**src/rtl/simd_pkg.sv**
```systemverilog
// Shared types for the SIMD host loader: command opcodes and controller states.
package simd_pkg;

  typedef enum logic [2:0] {
    OpLoadA   = 3'd0,
    OpLoadB   = 3'd1,
    OpLoadIns = 3'd2,
    OpReadR   = 3'd3,
    OpRun     = 3'd4
  } cmd_op_e;

  typedef enum logic [2:0] {
    StIdle    = 3'd0,
    StLoad    = 3'd1,
    StRdIssue = 3'd2,
    StRdWait  = 3'd3,
    StRdOut   = 3'd4,
    StRun     = 3'd5
  } state_e;

  // Opcodes 5..7 are reserved and flagged as errors.
  function automatic logic is_legal_op(input logic [2:0] op);
    return (op <= 3'(OpRun));
  endfunction

endpackage

```
**src/rtl/simd_host_loader.sv**
```systemverilog
// Host-side command engine: streams words into the A/B/INS banks, reads the
// result bank back onto a valid/ready stream, and launches datapath runs.
module simd_host_loader
  import simd_pkg::*;
#(
  parameter int unsigned PE_COUNT    = 4,
  parameter int unsigned DATA_WIDTH  = 32,
  parameter int unsigned BRAM_DEPTH  = 1024,
  parameter int unsigned INS_WIDTH   = 64,
  parameter int unsigned RUN_TIMEOUT = 4096,
  localparam int unsigned AW = $clog2(BRAM_DEPTH),
  localparam int unsigned DW = PE_COUNT * DATA_WIDTH
) (
  input  logic              clk,
  input  logic              rst,
  input  logic              cmd_valid,
  output logic              cmd_ready,
  input  logic [2:0]        cmd_op,
  input  logic [AW-1:0]     cmd_base,
  input  logic [AW:0]       cmd_len,
  input  logic              s_valid,
  output logic              s_ready,
  input  logic [DW-1:0]     s_data,
  output logic              m_valid,
  input  logic              m_ready,
  output logic [DW-1:0]     m_data,
  output logic              bram_a_wr_en,
  output logic [AW-1:0]     bram_a_wr_addr,
  output logic [DW-1:0]     bram_a_wr_data,
  output logic              bram_b_wr_en,
  output logic [AW-1:0]     bram_b_wr_addr,
  output logic [DW-1:0]     bram_b_wr_data,
  output logic              bram_ins_wr_en,
  output logic [AW-1:0]     bram_ins_wr_addr,
  output logic [INS_WIDTH-1:0] bram_ins_wr_data,
  output logic [AW-1:0]     bram_r_r_addr,
  input  logic [DW-1:0]     bram_r_r_data,
  output logic              core_start,
  input  logic              core_done,
  output logic              busy,
  output logic              cmd_done,
  output logic              err
);

  localparam int unsigned TW = $clog2(RUN_TIMEOUT + 1);

  state_e          r_state, w_state_d;
  logic [2:0]      r_op;
  logic [AW:0]     r_len, r_off;
  logic [AW-1:0]   r_ptr, w_ptr_nxt;
  logic            r_a_wr_en, r_b_wr_en, r_ins_wr_en;
  logic [AW-1:0]   r_wr_addr;
  logic [DW-1:0]   r_wr_data, r_m_data;
  logic            r_core_start, r_cmd_done, r_err;
  logic [TW-1:0]   r_tmo;

  logic w_accept, w_legal, w_noop, w_beat, w_last, w_rd_hs, w_run_done, w_run_tmo;

  // Handshake decode and per-state completion conditions.
  always_comb begin
    w_accept   = cmd_valid && (r_state == StIdle);
    w_legal    = is_legal_op(cmd_op);
    w_noop     = w_accept && (!w_legal || (cmd_len == '0));
    w_beat     = (r_state == StLoad) && s_valid;
    w_last     = (r_off == (r_len - {{AW{1'b0}}, 1'b1}));
    w_rd_hs    = (r_state == StRdOut) && m_ready;
    // A core_done level left over from a previous run is ignored in the start cycle.
    w_run_done = (r_state == StRun) && !r_core_start && core_done;
    w_run_tmo  = (r_state == StRun) && !w_run_done && (r_tmo == TW'(RUN_TIMEOUT - 1));
    w_ptr_nxt  = (r_ptr == AW'(BRAM_DEPTH - 1)) ? '0 : r_ptr + 1'b1;
  end

  // Next-state logic and state-decoded handshake outputs.
  always_comb begin
    w_state_d = r_state;
    cmd_ready = (r_state == StIdle);
    busy      = (r_state != StIdle);
    s_ready   = (r_state == StLoad);
    m_valid   = (r_state == StRdOut);
    unique case (r_state)
      StIdle: begin
        if (w_accept && !w_noop) begin
          case (cmd_op)
            OpLoadA, OpLoadB, OpLoadIns: w_state_d = StLoad;
            OpReadR:                     w_state_d = StRdIssue;
            OpRun:                       w_state_d = StRun;
            default:                     w_state_d = StIdle;
          endcase
        end
      end
      StLoad:    if (w_beat && w_last) w_state_d = StIdle;
      StRdIssue: w_state_d = StRdWait;
      StRdWait:  w_state_d = StRdOut;
      StRdOut:   if (w_rd_hs) w_state_d = w_last ? StIdle : StRdIssue;
      StRun:     if (w_run_done || w_run_tmo) w_state_d = StIdle;
      default:   w_state_d = StIdle;
    endcase
  end

  // State register.
  always_ff @(posedge clk) begin
    if (rst) r_state <= StIdle;
    else     r_state <= w_state_d;
  end

  // Command context, write port, readback capture, run timer and status.
  always_ff @(posedge clk) begin
    if (rst) begin
      r_op         <= '0;
      r_len        <= '0;
      r_off        <= '0;
      r_ptr        <= '0;
      r_a_wr_en    <= 1'b0;
      r_b_wr_en    <= 1'b0;
      r_ins_wr_en  <= 1'b0;
      r_wr_addr    <= '0;
      r_wr_data    <= '0;
      r_m_data     <= '0;
      r_core_start <= 1'b0;
      r_cmd_done   <= 1'b0;
      r_err        <= 1'b0;
      r_tmo        <= '0;
    end else begin
      r_a_wr_en    <= 1'b0;
      r_b_wr_en    <= 1'b0;
      r_ins_wr_en  <= 1'b0;
      r_core_start <= 1'b0;
      r_cmd_done   <= 1'b0;

      if (w_accept) begin
        r_op         <= cmd_op;
        r_len        <= cmd_len;
        r_off        <= '0;
        r_ptr        <= cmd_base;
        r_tmo        <= '0;
        r_err        <= !w_legal;
        r_cmd_done   <= w_noop;
        r_core_start <= (cmd_op == OpRun) && !w_noop;
      end

      if (w_beat) begin
        r_a_wr_en   <= (r_op == OpLoadA);
        r_b_wr_en   <= (r_op == OpLoadB);
        r_ins_wr_en <= (r_op == OpLoadIns);
        r_wr_addr   <= r_ptr;
        r_wr_data   <= s_data;
        r_off       <= r_off + 1'b1;
        r_ptr       <= w_ptr_nxt;
        r_cmd_done  <= w_last;
      end

      if (r_state == StRdWait) r_m_data <= bram_r_r_data;

      if (w_rd_hs) begin
        r_off      <= r_off + 1'b1;
        r_ptr      <= w_ptr_nxt;
        r_cmd_done <= w_last;
      end

      if (r_state == StRun) begin
        r_tmo <= r_tmo + 1'b1;
        if (w_run_done) r_cmd_done <= 1'b1;
        if (w_run_tmo) begin
          r_cmd_done <= 1'b1;
          r_err      <= 1'b1;
        end
      end
    end
  end

  // One write register set is shared; the per-bank enables select the target.
  always_comb begin
    bram_a_wr_en     = r_a_wr_en;
    bram_a_wr_addr   = r_wr_addr;
    bram_a_wr_data   = r_wr_data;
    bram_b_wr_en     = r_b_wr_en;
    bram_b_wr_addr   = r_wr_addr;
    bram_b_wr_data   = r_wr_data;
    bram_ins_wr_en   = r_ins_wr_en;
    bram_ins_wr_addr = r_wr_addr;
    bram_ins_wr_data = r_wr_data[INS_WIDTH-1:0];
    bram_r_r_addr    = r_ptr;
    m_data           = r_m_data;
    core_start       = r_core_start;
    cmd_done         = r_cmd_done;
    err              = r_err;
  end

endmodule

```
**config.mk**
```make
export PLATFORM = sky130hd
export DESIGN_NAME = simd_host_loader
export DESIGN_NICKNAME = d
export VERILOG_FILES = /design/src/rtl/simd_pkg.sv /design/src/rtl/simd_host_loader.sv
export SDC_FILE = /design/constraint.sdc
export NUM_CORES = 1
export LEC_CHECK = 0
export ABC_AREA = 0
export CORE_AREA = 2 2 304 306
export CTS_CLUSTER_SIZE = 28
export DETAILED_ROUTE_END_ITERATION = 8
export DIE_AREA = 0 0 306 308
export GPL_ROUTABILITY_DRIVEN = 0
export SYNTH_ARGS = -nofsm -noshare
export SYNTH_HDL_FRONTEND = slang
export SYNTH_SLANG_ARGS = --single-unit
export TNS_END_PERCENT = 100
```
**constraint.sdc**
```tcl
create_clock -name clk -period 1.8 [get_ports clk]
set_clock_uncertainty 0.05 [all_clocks]
set_input_delay 0.36 -clock clk [delete_from_list [all_inputs] [get_ports clk]]
set_output_delay 0.36 -clock clk [all_outputs]
set_load 0.02 [all_outputs]
```
# Yosys cells after proc, flatten, opt, wreduce, memory -nomap -nowiden
# Index checks and enable logic that the tools add are counted.
[classes] addsub=4 multipliers=0 n_div=0 n_lt_le_gt_ge=1 eq_ne=18 shifts=0 muxes=25 n_bitwise=2 n_reduce_logical=28
[op_table] cell="$mux W10" count=4
[op_table] cell="$mux W11" count=3
[op_table] cell="$mux W13" count=2
[op_table] cell="$pmux W3 S6" count=1
[op_table] cell="$eq A3 B2 Y1 const B" count=5
[op_table] cell="$add A13 B1 Y13 const B" count=1
[op_table] cell="$eq A13 B12 Y1 const B" count=1
[op_table] cell="$mux W3" count=4
[op_table] cell="$add A11 B1 Y11 const B" count=1
[op_table] cell="$eq A11 B11 Y1" count=1
[op_table] cell="$logic_and A1 B1 Y1" count=11
[op_table] cell="$logic_not A11 Y1" count=1
[op_table] cell="$sub A11 B1 Y11 const B" count=1
[op_table] cell="$add A10 B1 Y10 const B" count=1
[op_table] cell="$eq A10 B10 Y1 const B" count=1
[op_table] cell="$eq A3 B1 Y1 const B" count=3
[op_table] cell="$eq A3 B3 Y1 const B" count=3
[op_table] cell="$logic_not A3 Y1" count=3
[op_table] cell="$mux W1" count=9
[op_table] cell="$pmux W3 S3" count=1
[op_table] cell="$ne A2 B1 Y1 const B" count=4
[op_table] cell="$reduce_bool A3 Y1" count=2
[op_table] cell="$logic_not A1 Y1" count=4
[op_table] cell="$reduce_and A4 Y1" count=1
[op_table] cell="other kinds (7)" count=10
[totals] register_bits=323 latchBits=0 mem_bits_rw=0 romBits=0 in_bits=286 output_inout_bits=498 word_cells=93 mem_count=0

# Longest topological paths before layout
[logic_depth] depth_word=10 depth_mapped=9 ltp_nobuf=8

# Worst setup path before layout
# Ideal clock, no wire load.
[synth_timing] path_kind="register -> register" from="register r_len[0]" to="register r_state[0]" setup_ns=0.134 arrival_ns=1.772 t_required_ns=1.616 slack_ns=-0.156 path_stages_with_launch=10 path_buffers=1 period_less_slack_ns=1.956 cell_sequence="dfxtp_1 > inv_1 > ha_1 > buf_2 > nor3b_1 > xnor2_1 > nor4_1 > nand3_1 > and4bb_1 > a211oi_2"
[synth_via] elab_chain_len=5
[synth_rtl] element="start, declared" line="simd_host_loader.sv:49" rtl="logic [AW:0] r_len, r_off;"
[synth_rtl] element="start signal, assigned" line="simd_host_loader.sv:132" rtl="r_len <= cmd_len;"
[synth_rtl] element="$sub A11 B1 Y11" line="simd_host_loader.sv:65" rtl="w_last = (r_off == (r_len - {{AW{1'b0}}, 1'b1}));"
[synth_rtl] element="$eq A11 B11 Y1" line="simd_host_loader.sv:65"
[synth_rtl] element="$logic_and A1 B1 Y1" line="simd_host_loader.sv:91" rtl="StLoad: if (w_beat && w_last) w_state_d = StIdle;"
[synth_rtl] element="$ne A2 B1 Y1 (no source line)"
[synth_rtl] element="$reduce_and A4 Y1 (no source line)"
[synth_rtl] element="end signal, assigned" line="simd_host_loader.sv:102" rtl="if (rst) r_state <= StIdle;"
[synth_rtl] element="end signal, assigned" line="simd_host_loader.sv:103" rtl="else r_state <= w_state_d;"
[synth_rtl] element="end, declared" line="simd_host_loader.sv:47" rtl="state_e r_state, w_state_d;"
# Every way passes these cells.
# A chain may end at the register's enable or synchronous reset.

# Worst setup path in the final report
[layout_timing] from="register r_state[2]" to="output busy"
[layout_via] elab_chain_len=1
[layout_rtl] element="$reduce_bool A3 Y1" line="simd_host_loader.sv:77" rtl="busy = (r_state != StIdle);"
[layout_rtl] element="end, declared" line="simd_host_loader.sv:40" rtl="output logic busy,"
# Every way passes these cells.

==> summary.txt <==
Synth
  • Async SR Flop Fraction: 0%
  • Cell Area, Synth: about 14000 um^2
  • Leading area contributor after synthesis: dfxtp_1
  • Prevailing post-synth register cell: dfxtp_1
  • #FFs+latches synth: 323
  • Post-Synthesis Cells: 1777
  • Post-Syn Nets: 2067
  • Post-synth EDFFs: 0
  • Distinct cells, synth: between 60 and 70
  • Top cell type's share of synthesized area: between 40% and 50%
  • Synthesized area per cell: 7.769 um^2
  • Synthesis warning total: 0
  • Seq/Total Area, Yosys: 46.84%
  • Area contributors post-synth: dfxtp_1, nand2_1, buf_4, a21oi_1, clkbuf_1

Critical path
  • Peak fanout along the critical path: 3
  • Critical path endpoint category: output pin
  • Crit path launch type: flop
  • Worst Path Arrival: 1.57 ns
  • CP max stage delay: 0.40 ns
  • Cell Chain, Critical Path: or3_4, buf_6, buf_8
  • Slowest stage cell, crit path: or3_4
  • CP required: 1.39 ns
  • Crit Path Category: flop to output pin

CTS
  • CTS tree: built
  • Clk buf depth: 3
  • Root Buffer: clkbuf_16
  • Total CTS buffers: 39
  • Clk_lat worst skew: 0.57 ns
  • Total clock sinks: 323
  • Worst-path clk slew: 0.06 ns
  • H-tree levels: 2
  • # hold bufs at CTS: 0

Global route
  • Grt ovf: 0
  • Initial antenna violation count: 12
  • First-pass GRT wire length: 91.67 mm
  • Pin count of the biggest net entering global routing: between 70 and 80
  • Vias in the first global route: 13652
  • GR Util All Layers: 13.07%

Floorplan
  • Cell Rows: about 110
  • Die Width: 306 um
  • Initial Util: 15.18%
  • Die ar.: 94250 um^2
  • Ports: 784
  • Die H: 308 um
  • Placeable Area: between 90000 and 100000 um^2

Power and ir drop
  • Overall Power: 20.17 mW
  • Net Switching: 5.892 mW
  • Leak: 10.09 nW
  • Max VDD drop: 682.6 uV
  • Cell Int Power: 14.28 mW
  • Clock share of power: between 30% and 40%
  • Pwr per Cell Area: 824.4 nW/um^2
  • Seq pwr share: 38.5%
  • Gate power share: a little over a fifth
  • Switching part of the total: just under 30%

Finish
  • Final nets: 2727
  • Layout overhead on the synthesized area: 77.22%
  • Most frequent cells in the layout: nand2_1, dlygate4sd2_1, dfxtp_1
  • Share of cells above drive strength 1: 21.41%
  • Fin cells: 3653
  • Most common cell after layout, fill and taps aside: nand2_1
  • Final Cell Area: 24470 um^2

STA
  • Endpoints failing setup: 114
  • Tmin final: 1.983 ns
  • Final slew viol count: 0
  • Fin. Hold Viols: 0
  • Slew of the pin with the lowest slew margin: 0.4426 ns
  • Period utilization: 110.1%
  • Fin worst setup slack: -0.1826 ns
  • WHS: 0.1552 ns
  • Fmax: 504.4 MHz
  • Slew headroom: between 70% and 80%
  • RSZ-0062 raised after global routing: true
  • Setup TNS: -7.273 ns

Hold path
  • Hold Crit Class: primary input to flop

Run status
  • Failing checks: setup timing
  • Status: complete, but fails checks

Drt
  • Total iterations of the first detailed-routing run: 5
  • Vias/cell: slightly below 4
  • Vias: 14340
  • Routed length per instance: 18.35 um
  • First-iteration detailed-routing DRC count: 762
  • DRC viols: 0
  • Final ANT Viol Nets: 0
  • Final WL: 67.03 mm

Placed design
  • HPWL Detailed: 53.47 mm
  • Dpl cell area: 22500 um^2
  • Placed insts: 3564
  • Input/output buffers: 783

Flow run
  • Max-Cap Viols: 0
path summary, 6_finish.rpt:
path	from	endpoint	slack, ns	cells after the start
worst max-delay path	r_state[2]$_SDFFE_PP0P_	busy	-0.18	3
worst max register to register	r_state[2]$_SDFFE_PP0P_	bram_a_wr_data[32]$_SDFFE_PP0P_	-0.12	8
worst min register to register	m_data[78]$_SDFFE_PP0N_	m_data[78]$_SDFFE_PP0N_	0.40	2
worst min-delay path	rst	bram_a_wr_data[111]$_SDFFE_PP0P_	0.16	2
stage by stage:
step,setup WS [ns],util (%)
after global placement,-0.5407,24.73
after floorplan,-0.03604,-
after global routing,-0.2641,26.89
final,-0.1826,26.90
after detailed placement,-0.5320,24.73
after CTS,-0.2423,25.98
flip-flops by register name, indices dropped and copies added, names as in the netlist:
name,cells
bram_a_wr_data,128
core_start,1
bram_a_wr_addr,10
bram_ins_wr_en,1
r_len,11
r_state,3
bram_r_r_addr,10
bram_a_wr_en,1
r_off,11
bram_b_wr_en,1
r_op,3
cmd_done,1
r_tmo,13
err,1
m_data,128
power by group through the flow:
stage / sequential (mW) / clock, mW / combinational (mW)
after detailed placement: 7.93 / 0 / 4.26
after CTS: 7.77 / 8.39 / 4.05
after floorplan: 8.07 / 0 / 1.76
final: 7.77 / 8.05 / 4.34
after global placement: 7.92 / 0 / 4.24
after global routing: 7.81 / 8.61 / 4.62
critical path: cells and delay by family, from the launching register on:
family,cells,cell delay [ns]
DFF,1,0.33
and+or+nand+nor,1,0.40
buffers and inverters,2,0.27
repair_timing:
item / 4_1_cts / 5_1_grt
pin swaps: 15 / 53
gates cloned: 0 / 4
setup endpoints to repair: 511 / 88
setup buffers: 7 / 8
gates resized for setup: 794 / 234
layer usage:
metal / part of all wire [%] / global-route usage (%)
met5: 0.019 / 0
met4: 4.3 / 6.278
met3: 7.3 / 3.628
met2: 49 / 22.43
met1: 39 / 14.95
cell families (layout without fill, tap and decap cells):
logic type	Yosys count	in the layout	share of synthesized area (%)
mux	5	5	0.4078
compound gates	362	362	14.06
flops	323	323	46.84
xor+xnor	19	19	1.205
simple gates	730	730	22.09
other cells	0	5	0
fa+ha+maj	4	4	0.3625
buf+inv	334	1019	15.04
cells in the mapped netlist, drive strengths merged (7+ instances only):
master,count
o21ai,20
buf,231
nand2,600
dfxtp,323
nor2,49
nor3,14
inv,10
nand3,22
xnor2,13
a21oi,302
clkbuf,93
a211oi,8
or3,7
final cells by class:
class                   count  area, um^2
multi-input cells        1120        5939
fillers                  9927       66500
clock buffers              53        1069
inverters                  10       37.54
flip-flops and latches    323        6513
diodes                      5       12.51
well taps                1186        1484
clock inverters            13       210.2
repair buffers            943        9201
(Power assumes the default switching activity.)
